**src/rtl/mult_sched_pkg.sv**
```systemverilog
// Shared types and defaults for the multiplier scheduler and the multiplier itself.
package mult_sched_pkg;

  localparam int unsigned NEntryRob        = 32;
  localparam int unsigned NumMultStagesDef = 8;
  localparam int unsigned StackNum         = 4;
  localparam int unsigned TagW             = $clog2(NEntryRob + 33);
  localparam int unsigned BrAddrW          = $clog2(StackNum);

  typedef logic [TagW-1:0]     tag_t;
  typedef logic [StackNum-1:0] b_mask_t;

  typedef struct packed {
    logic        valid;
    logic [63:0] product;
    tag_t        tag;
    b_mask_t     b_mask;
  } mult_buf_entry_t;

  function automatic logic mask_hit(b_mask_t a, b_mask_t b);
    return |(a & b);
  endfunction

endpackage

```
**src/rtl/mult_sched_if.sv**
```systemverilog
// Bundle of issue, multiplier, branch and CDB signals around the multiplier scheduler.
interface mult_sched_if #(
  parameter int unsigned NumReq = 2
);
  import mult_sched_pkg::*;

  logic [NumReq-1:0]       rs_req;
  logic [NumReq-1:0][63:0] rs_mcand;
  logic [NumReq-1:0][63:0] rs_mplier;
  tag_t [NumReq-1:0]       rs_tag;
  b_mask_t [NumReq-1:0]    rs_b_mask;
  logic [NumReq-1:0]       rs_gnt;

  logic                    mult_start;
  logic [63:0]             mult_mcand;
  logic [63:0]             mult_mplier;
  tag_t                    mult_tag;
  logic                    mult_done;
  logic [63:0]             mult_product;
  tag_t                    mult_tag_out;

  logic                    br_correct;
  logic [BrAddrW-1:0]      br_correct_address;
  logic                    recovery_request;
  b_mask_t                 recovery_b_mask;

  logic                    cdb_req;
  logic                    cdb_gnt;
  logic [63:0]             cdb_value;
  tag_t                    cdb_tag;

  modport master (
    input  rs_req, rs_mcand, rs_mplier, rs_tag, rs_b_mask,
    output rs_gnt,
    output mult_start, mult_mcand, mult_mplier, mult_tag,
    input  mult_done, mult_product, mult_tag_out,
    input  br_correct, br_correct_address, recovery_request, recovery_b_mask,
    output cdb_req, cdb_value, cdb_tag,
    input  cdb_gnt
  );

  modport slave (
    output rs_req, rs_mcand, rs_mplier, rs_tag, rs_b_mask,
    input  rs_gnt,
    input  mult_start, mult_mcand, mult_mplier, mult_tag,
    output mult_done, mult_product, mult_tag_out,
    output br_correct, br_correct_address, recovery_request, recovery_b_mask,
    input  cdb_req, cdb_value, cdb_tag,
    output cdb_gnt
  );

endinterface

```
**src/rtl/mult_sched_rr_arbiter.sv**
```systemverilog
// Round-robin arbiter: combinational one-hot grant, pointer moves to winner+1 on a grant.
module rr_arbiter #(
  parameter int unsigned NumReq = 2
) (
  input  logic              clk_i,
  input  logic              rst_ni,
  input  logic [NumReq-1:0] req_i,
  output logic [NumReq-1:0] gnt_o
);
  localparam int unsigned PtrW = (NumReq > 1) ? $clog2(NumReq) : 1;

  logic [PtrW-1:0]     ptr_q, ptr_d;
  logic [2*NumReq-1:0] req_rot;
  logic                found;
  int unsigned         win;

  always_comb begin
    // Rotate so bit 0 is the requester at the pointer.
    req_rot = {req_i, req_i} >> ptr_q;
    found   = 1'b0;
    win     = 0;
    gnt_o   = '0;
    for (int unsigned i = 0; i < NumReq; i++) begin
      if (!found && req_rot[i]) begin
        found = 1'b1;
        win   = (i + 32'(ptr_q)) % NumReq;
      end
    end
    for (int unsigned j = 0; j < NumReq; j++) begin
      gnt_o[j] = found && (win == j);
    end
    ptr_d = found ? PtrW'((win + 1) % NumReq) : ptr_q;
  end

  always_ff @(posedge clk_i or negedge rst_ni) begin
    if (!rst_ni) ptr_q <= '0;
    else         ptr_q <= ptr_d;
  end

endmodule

```
**src/rtl/mult_sched.sv**
```systemverilog
// Issue/writeback scheduler for the pipelined multiplier: credit-gated RR issue, shadow
// pipe of valid/branch masks with squash, and a completion FIFO draining to the CDB.
module mult_sched
  import mult_sched_pkg::*;
#(
  parameter int unsigned NumReq        = 2,
  parameter int unsigned NumMultStages = NumMultStagesDef,
  parameter int unsigned BufDepth      = 8
) (
  input logic          clk_i,
  input logic          rst_ni,
  mult_sched_if.master bus
);
  localparam int unsigned BufPtrW   = (BufDepth > 1) ? $clog2(BufDepth) : 1;
  localparam int unsigned CntW      = $clog2(BufDepth + 1);
  localparam int unsigned LastStage = NumMultStages - 1;

  logic [NumReq-1:0]              req_elig, gnt;
  logic                           grant, credit_ok, last_live, push, pop, buf_nonempty;
  b_mask_t                        clr_mask, kill_mask, win_mask;
  mult_buf_entry_t                head;
  logic [NumMultStages-1:0]       sh_valid_q, sh_valid_d;
  b_mask_t [NumMultStages-1:0]    sh_mask_q, sh_mask_d;
  mult_buf_entry_t [BufDepth-1:0] buf_q, buf_d;
  logic [BufPtrW-1:0]             head_q, head_d, tail_q, tail_d;
  logic [CntW-1:0]                count_q, count_d, credits_q, credits_d;
  int unsigned                    live_cnt;

  function automatic logic [BufPtrW-1:0] ptr_inc(logic [BufPtrW-1:0] p);
    return (32'(p) == BufDepth - 1) ? '0 : p + 1'b1;
  endfunction

  rr_arbiter #(.NumReq(NumReq)) u_arb (
    .clk_i  (clk_i),
    .rst_ni (rst_ni),
    .req_i  (req_elig),
    .gnt_o  (gnt)
  );

  always_comb begin
    clr_mask  = bus.br_correct ? (b_mask_t'(1) << bus.br_correct_address) : '0;
    kill_mask = bus.recovery_request ? bus.recovery_b_mask : '0;
    credit_ok = credits_q < CntW'(BufDepth);

    for (int unsigned i = 0; i < NumReq; i++) begin
      req_elig[i] = rst_ni && credit_ok && bus.rs_req[i] && !mask_hit(bus.rs_b_mask[i], kill_mask);
    end
    grant = |gnt;

    bus.rs_gnt      = gnt;
    bus.mult_start  = grant;
    bus.mult_mcand  = '0;
    bus.mult_mplier = '0;
    bus.mult_tag    = '0;
    win_mask        = '0;
    for (int unsigned i = 0; i < NumReq; i++) begin
      if (gnt[i]) begin
        bus.mult_mcand  = bus.rs_mcand[i];
        bus.mult_mplier = bus.rs_mplier[i];
        bus.mult_tag    = bus.rs_tag[i];
        win_mask        = bus.rs_b_mask[i];
      end
    end

    sh_valid_d[0] = grant;
    sh_mask_d[0]  = win_mask & ~clr_mask;
    for (int unsigned k = 1; k < NumMultStages; k++) begin
      sh_valid_d[k] = sh_valid_q[k-1] && !mask_hit(sh_mask_q[k-1], kill_mask);
      sh_mask_d[k]  = sh_mask_q[k-1] & ~clr_mask;
    end
    last_live = sh_valid_q[LastStage] && !mask_hit(sh_mask_q[LastStage], kill_mask);
    push      = last_live && bus.mult_done;

    head          = buf_q[head_q];
    buf_nonempty  = count_q != '0;
    bus.cdb_req   = buf_nonempty && head.valid && !mask_hit(head.b_mask, kill_mask);
    bus.cdb_value = head.product;
    bus.cdb_tag   = head.tag;
    // Bubbles left by squashed entries drain from the head one per cycle.
    pop = (bus.cdb_req && bus.cdb_gnt) || (buf_nonempty && !head.valid);

    buf_d = buf_q;
    for (int unsigned e = 0; e < BufDepth; e++) begin
      buf_d[e].valid  = buf_q[e].valid && !mask_hit(buf_q[e].b_mask, kill_mask);
      buf_d[e].b_mask = buf_q[e].b_mask & ~clr_mask;
    end
    if (push) begin
      buf_d[tail_q] = '{valid:   1'b1,
                        product: bus.mult_product,
                        tag:     bus.mult_tag_out,
                        b_mask:  sh_mask_q[LastStage] & ~clr_mask};
    end
    head_d  = pop  ? ptr_inc(head_q) : head_q;
    tail_d  = push ? ptr_inc(tail_q) : tail_q;
    count_d = count_q + CntW'(push) - CntW'(pop);

    // Bubbles keep their slot until popped, so the FIFO slots can never be oversubscribed.
    live_cnt = 0;
    for (int unsigned k = 0; k < NumMultStages; k++) begin
      live_cnt = live_cnt + 32'(sh_valid_d[k]);
    end
    credits_d = CntW'(live_cnt) + count_d;
  end

  always_ff @(posedge clk_i or negedge rst_ni) begin
    if (!rst_ni) begin
      sh_valid_q <= '0;
      sh_mask_q  <= '0;
      buf_q      <= '0;
      head_q     <= '0;
      tail_q     <= '0;
      count_q    <= '0;
      credits_q  <= '0;
    end else begin
      sh_valid_q <= sh_valid_d;
      sh_mask_q  <= sh_mask_d;
      buf_q      <= buf_d;
      head_q     <= head_d;
      tail_q     <= tail_d;
      count_q    <= count_d;
      credits_q  <= credits_d;
    end
  end

  a_done_aligned: assert property (@(posedge clk_i) disable iff (!rst_ni)
    sh_valid_q[LastStage] |-> bus.mult_done);

endmodule

```
**src/flat_wrapper.sv**
```systemverilog
// flat-port wrapper written by rule: the top's interface ports become plain ports
module mult_sched_flat import mult_sched_pkg::*;
#(
  parameter int unsigned NumReq        = 2,
  parameter int unsigned NumMultStages = NumMultStagesDef,
  parameter int unsigned BufDepth      = 8
)
  (clk_i, rst_ni, bus_rs_req, bus_rs_mcand, bus_rs_mplier, bus_rs_tag, bus_rs_b_mask, bus_rs_gnt, bus_mult_start, bus_mult_mcand, bus_mult_mplier, bus_mult_tag, bus_mult_done, bus_mult_product, bus_mult_tag_out, bus_br_correct, bus_br_correct_address, bus_recovery_request, bus_recovery_b_mask, bus_cdb_req, bus_cdb_value, bus_cdb_tag, bus_cdb_gnt);
  mult_sched_if #(.NumReq(NumReq)) bus_i ();
  input logic clk_i;
  input logic rst_ni;
  input wire logic [$bits(bus_i.rs_req)-1:0] bus_rs_req;
  input wire logic [$bits(bus_i.rs_mcand)-1:0] bus_rs_mcand;
  input wire logic [$bits(bus_i.rs_mplier)-1:0] bus_rs_mplier;
  input wire logic [$bits(bus_i.rs_tag)-1:0] bus_rs_tag;
  input wire logic [$bits(bus_i.rs_b_mask)-1:0] bus_rs_b_mask;
  output wire logic [$bits(bus_i.rs_gnt)-1:0] bus_rs_gnt;
  output wire logic [$bits(bus_i.mult_start)-1:0] bus_mult_start;
  output wire logic [$bits(bus_i.mult_mcand)-1:0] bus_mult_mcand;
  output wire logic [$bits(bus_i.mult_mplier)-1:0] bus_mult_mplier;
  output wire logic [$bits(bus_i.mult_tag)-1:0] bus_mult_tag;
  input wire logic [$bits(bus_i.mult_done)-1:0] bus_mult_done;
  input wire logic [$bits(bus_i.mult_product)-1:0] bus_mult_product;
  input wire logic [$bits(bus_i.mult_tag_out)-1:0] bus_mult_tag_out;
  input wire logic [$bits(bus_i.br_correct)-1:0] bus_br_correct;
  input wire logic [$bits(bus_i.br_correct_address)-1:0] bus_br_correct_address;
  input wire logic [$bits(bus_i.recovery_request)-1:0] bus_recovery_request;
  input wire logic [$bits(bus_i.recovery_b_mask)-1:0] bus_recovery_b_mask;
  output wire logic [$bits(bus_i.cdb_req)-1:0] bus_cdb_req;
  output wire logic [$bits(bus_i.cdb_value)-1:0] bus_cdb_value;
  output wire logic [$bits(bus_i.cdb_tag)-1:0] bus_cdb_tag;
  input wire logic [$bits(bus_i.cdb_gnt)-1:0] bus_cdb_gnt;
  assign bus_i.rs_req = bus_rs_req;
  assign bus_i.rs_mcand = bus_rs_mcand;
  assign bus_i.rs_mplier = bus_rs_mplier;
  assign bus_i.rs_tag = bus_rs_tag;
  assign bus_i.rs_b_mask = bus_rs_b_mask;
  assign bus_rs_gnt = bus_i.rs_gnt;
  assign bus_mult_start = bus_i.mult_start;
  assign bus_mult_mcand = bus_i.mult_mcand;
  assign bus_mult_mplier = bus_i.mult_mplier;
  assign bus_mult_tag = bus_i.mult_tag;
  assign bus_i.mult_done = bus_mult_done;
  assign bus_i.mult_product = bus_mult_product;
  assign bus_i.mult_tag_out = bus_mult_tag_out;
  assign bus_i.br_correct = bus_br_correct;
  assign bus_i.br_correct_address = bus_br_correct_address;
  assign bus_i.recovery_request = bus_recovery_request;
  assign bus_i.recovery_b_mask = bus_recovery_b_mask;
  assign bus_cdb_req = bus_i.cdb_req;
  assign bus_cdb_value = bus_i.cdb_value;
  assign bus_cdb_tag = bus_i.cdb_tag;
  assign bus_i.cdb_gnt = bus_cdb_gnt;
  mult_sched #(.NumReq(NumReq), .NumMultStages(NumMultStages), .BufDepth(BufDepth)) u_core (.clk_i(clk_i), .rst_ni(rst_ni), .bus(bus_i));
endmodule
```
**config.mk**
```make
export PLATFORM = sky130hd
export DESIGN_NAME = mult_sched_flat
export DESIGN_NICKNAME = d
export VERILOG_FILES = /design/src/rtl/mult_sched_pkg.sv /design/src/rtl/mult_sched_if.sv /design/src/rtl/mult_sched_rr_arbiter.sv /design/src/rtl/mult_sched.sv /design/src/flat_wrapper.sv
export SDC_FILE = /design/constraint.sdc
export NUM_CORES = 1
export LEC_CHECK = 0
export CAP_MARGIN = 20
export CORE_MARGIN = 2
export CORE_UTILIZATION = 53
export CTS_CLUSTER_SIZE = 30
export DETAILED_ROUTE_END_ITERATION = 10
export PLACE_DENSITY = 0.77
export SLEW_MARGIN = 10
export SYNTH_ARGS = -nofsm -noshare
export SYNTH_HDL_FRONTEND = slang
export SYNTH_SLANG_ARGS = --single-unit
```
**constraint.sdc**
```tcl
create_clock -name clk_i -period 6.6 [get_ports clk_i]
set_input_delay 1.32 -clock clk_i [delete_from_list [all_inputs] [get_ports clk_i]]
set_output_delay 1.32 -clock clk_i [all_outputs]
set_load 0.01 [all_outputs]
```
==> flow_metrics.env <==
export IMPL_status="finished, final reports clean"
export IMPL_io_buffers=572
export IMPL_tns_ns=0
export IMPL_drt_initial_drc_count=1680
export IMPL_grt_pass1_vias=22700
export IMPL_antenna_found_initial=49
export IMPL_avgRoutedWirePerCell_um=31.8
export IMPL_critPathRequiredTime_ns=5.28
export IMPL_synth_distinct_cells=49
export IMPL_tritoncts="done"
export IMPL_grt_max_degree=181
export IMPL_ir_drop_mv=0.301
export IMPL_cp_common_cell="clkdlybuf4s50_1"
export IMPL_r2r_cells=17
export IMPL_synth_top_family_by_area="multiplexers"
export IMPL_syn_instance_count=2161
export IMPL_r2r_end="u_core.credits_q[3]"
export IMPL_finClkSkew_ns=0.0240
export IMPL_fin_crit_sh=0.862
export IMPL_synthAdderAreaFrac=0.00941
export IMPL_crit_buf_inv=3
export IMPL_area_growth_pct=28.4
export IMPL_hp_start="u_core.sh_mask_q[27]"
export IMPL_clkTransAtPathRegs_ns=0.06
export IMPL_synth_edff_count=0
export IMPL_vias_per_cell=6.13
export IMPL_crit_slowest_cell="clkdlybuf4s50_1"
export IMPL_synth_compound_area_share=0.0514
export IMPL_fin_util=0.690
export IMPL_numCtsBuffers=69
export IMPL_yosysWarnings=0
export IMPL_worst_pin_slew_ns=1.07
export IMPL_clk_path_buf_depth=3
export IMPL_r2r_setup_slack_ns=1.20
export IMPL_antenna_left=0
export IMPL_synth_simple_gate_area_frac=0.0487
export IMPL_p_leak_nw=18.7
export IMPL_dieArea_mm2=0.0607
export IMPL_drive_above_1_share=0.316
export IMPL_start_kind="input port"
export IMPL_max_cap_viol_count=0
export IMPL_crit_arrival_ns=4.37
export IMPL_routabilityCongestion=1.15
export IMPL_clk_latency_ns=0.61
export IMPL_async_flop_share=1.00
export IMPL_worst_setup_path_end_kind="output pin"
export IMPL_critical_path_class="input port to output pin"
export IMPL_synthXorXnorAreaFrac=0.00141
export IMPL_ioPinCount=573
export IMPL_fp_dieW_um=246
export IMPL_hold_depth=1
export IMPL_drc=0
export IMPL_synthMuxAreaShare=0.329
export IMPL_grt_pass1_wl_mm=159
export IMPL_overflow=0
export IMPL_placementRows=88
export IMPL_ys_ff_latch=660
export IMPL_min_delay_path_class="register to register"
export IMPL_post_cts_resized=0
export IMPL_min_to="u_core.sh_mask_q[31]"
export IMPL_maxSlewHeadroom=0.284
export IMPL_dp_hpwl_mm=78.7
export IMPL_core_area_mm2=0.0579
export IMPL_rsz0062_at_grt="no"
export IMPL_critPathMaxStageDelay_ns=0.62
export IMPL_htreeDepth=3
export IMPL_finalWirelength_mm=112
export IMPL_fmax_ghz=0.176
export IMPL_crit_family="buffers and inverters"
export IMPL_cts_sinks=660
export IMPL_hold_viol=0
export IMPL_start_util=0.537
export IMPL_vias=21700
export IMPL_cp_cell_sequence="clkdlybuf4s50_1 > a22oi_1 > o2111ai_1 > o21a_4 > buf_12 > a22o_1 > clkdlybuf4s50_1"
export IMPL_holdWs_ns=0.477
export IMPL_reg2reg_from="u_core.head_q[1]"
export IMPL_synth_area_per_cell_um2=14.4
export IMPL_grt_use_total=0.372
export IMPL_dr_pass1_iters=7
export IMPL_ys_flop_type="dfrtp_1"
export IMPL_cts_root_buf="clkbuf_16"
export IMPL_finalSetupViolCount=0
export IMPL_powerDensity_mw_per_mm2=362
export IMPL_drv_slew=0
export IMPL_period_needed_ns=5.69
export IMPL_ctsHoldBuffers=0
export IMPL_crit_path_max_fanout=76
export IMPL_syn_area_mm2=0.0311
export IMPL_dieHeight_um=246
export IMPL_syn_nets=2545
export IMPL_layout_nets=3068
export IMPL_cts_setup_buffers=0
export IMPL_yosysSeqAreaShare=0.531
==> worst register-to-register path, delay by kind of cell, from the launching register on <==
kind            cells  cell delay, ns
fa+ha+maj           6            2.18
simple gates        2            0.39
xor+xnor            1            0.14
mux                 2            0.91
flops               1            0.86
compound gates      3            0.70
buf+inv             3            0.15
==> stage by stage <==
step / total power, mW / worst slack (ns) / cells / instance area [µm²]
final: 14.5 / 0.910 / 3533 / 40000
after CTS: 14.5 / 0.964 / 3501 / 39800
after detailed placement: 10.5 / 0.586 / 3376 / 37400
after global routing: 15.1 / 0.845 / 3530 / 39900
after global placement: 10.3 / 0.672 / 3374 / 37400
after floorplan: 8.49 / 1.14 / 2161 / 31100
==> where the power goes <==
part | leakage (nW) | switching [mW] | total (mW) | internal [mW]
registers | 8.96 | 0.661 | 5.64 | 4.98
clock network | 1.19 | 1.63 | 4.05 | 2.43
logic | 8.58 | 2.16 | 4.78 | 2.62
==> layout make-up <==
class                   instances  area (µm²)
fillers                      4039       18000
flip-flops and latches        660       16500
multi-input cells            1316       13700
repair buffers                618        6190
clock buffers                 101        2110
well taps                     765         957
clock inverters                24         277
diodes                         30        75.1
inverters                      19        73.8
==> worst max path at each step <==
stage / end / depth (start not counted) / from
4_1_cts: bus_mult_mplier[26] / 8 / bus_recovery_request
2_1_floorplan: u_core.credits_q[3] / 19 / bus_recovery_request
3_5_place_dp: u_core.credits_q[3] / 19 / bus_recovery_request
3_3_place_gp: u_core.credits_q[3] / 19 / bus_recovery_request
5_1_grt: bus_mult_mcand[24] / 9 / bus_recovery_request
6_report: bus_mult_mcand[40] / 7 / bus_recovery_b_mask[2]
==> synthesized netlist by cell type (2+ instances only) <==
master	count	area, µm²
mux4_2	148	3330
fa_1	4	80.1
nand4_1	4	25.0
a22o_1	135	1180
mux2_4	3	45.0
nand4b_1	2	17.5
mux2_1	38	428
mux2_2	533	6000
nor2_1	41	154
nand3_1	13	65.1
dfrtp_1	660	16500
inv_1	17	63.8
and3_1	6	37.5
nor2b_1	28	175
nor4b_4	2	47.6
a31o_2	4	35.0
xnor2_1	4	35.0
nand2_1	234	878
buf_2	89	445
ha_1	17	213
mux4_1	4	105
buf_4	15	113
a21o_1	2	15.0
a21oi_1	3	15.0
and2_1	5	31.3
clkbuf_1	50	188
buf_1	7	26.3
a22oi_2	2	25.0
buf_6	5	56.3
and3b_1	2	17.5
mux2i_1	34	340
a22oi_1	33	248
==> cells in the final DEF, fill, tap and decap left out, types with 28 or more instances in the layout <==
cell	netlist	layout
clkdlybuf4s50_1	0	571
buf_4	15	38
mux2i_1	34	34
a22oi_1	33	33
mux2_1	38	38
mux4_2	148	148
mux2_2	533	533
nor2b_1	28	28
a22o_1	135	135
nand2_1	234	234
diode_2	0	30
dfrtp_1	660	657
nor2_1	41	41
clkbuf_16	0	74
==> cells by family (layout without fill, tap and decap cells) <==
kind of cell / count (synthesis) / count (layout)
AO/OA/AOI/OAI: 186 / 186
AND/OR/NAND/NOR: 344 / 344
other: 0 / 30
XOR/XNOR: 5 / 5
multiplexers: 760 / 760
adder cells (fa/ha/maj): 21 / 21
flip-flops: 660 / 660
buffers and inverters: 185 / 762
==> routing by layer <==
layer | GRT usage | wire length (µm) | up-vias
met1 | 0.473 | 43500 | 11500
met5 | 0 | 41 | -
met3 | 0.119 | 10300 | 194
met4 | 0.192 | 5760 | 6
met2 | 0.572 | 52600 | 896
li1 | - | - | 9039
(Power assumes the default switching activity.)
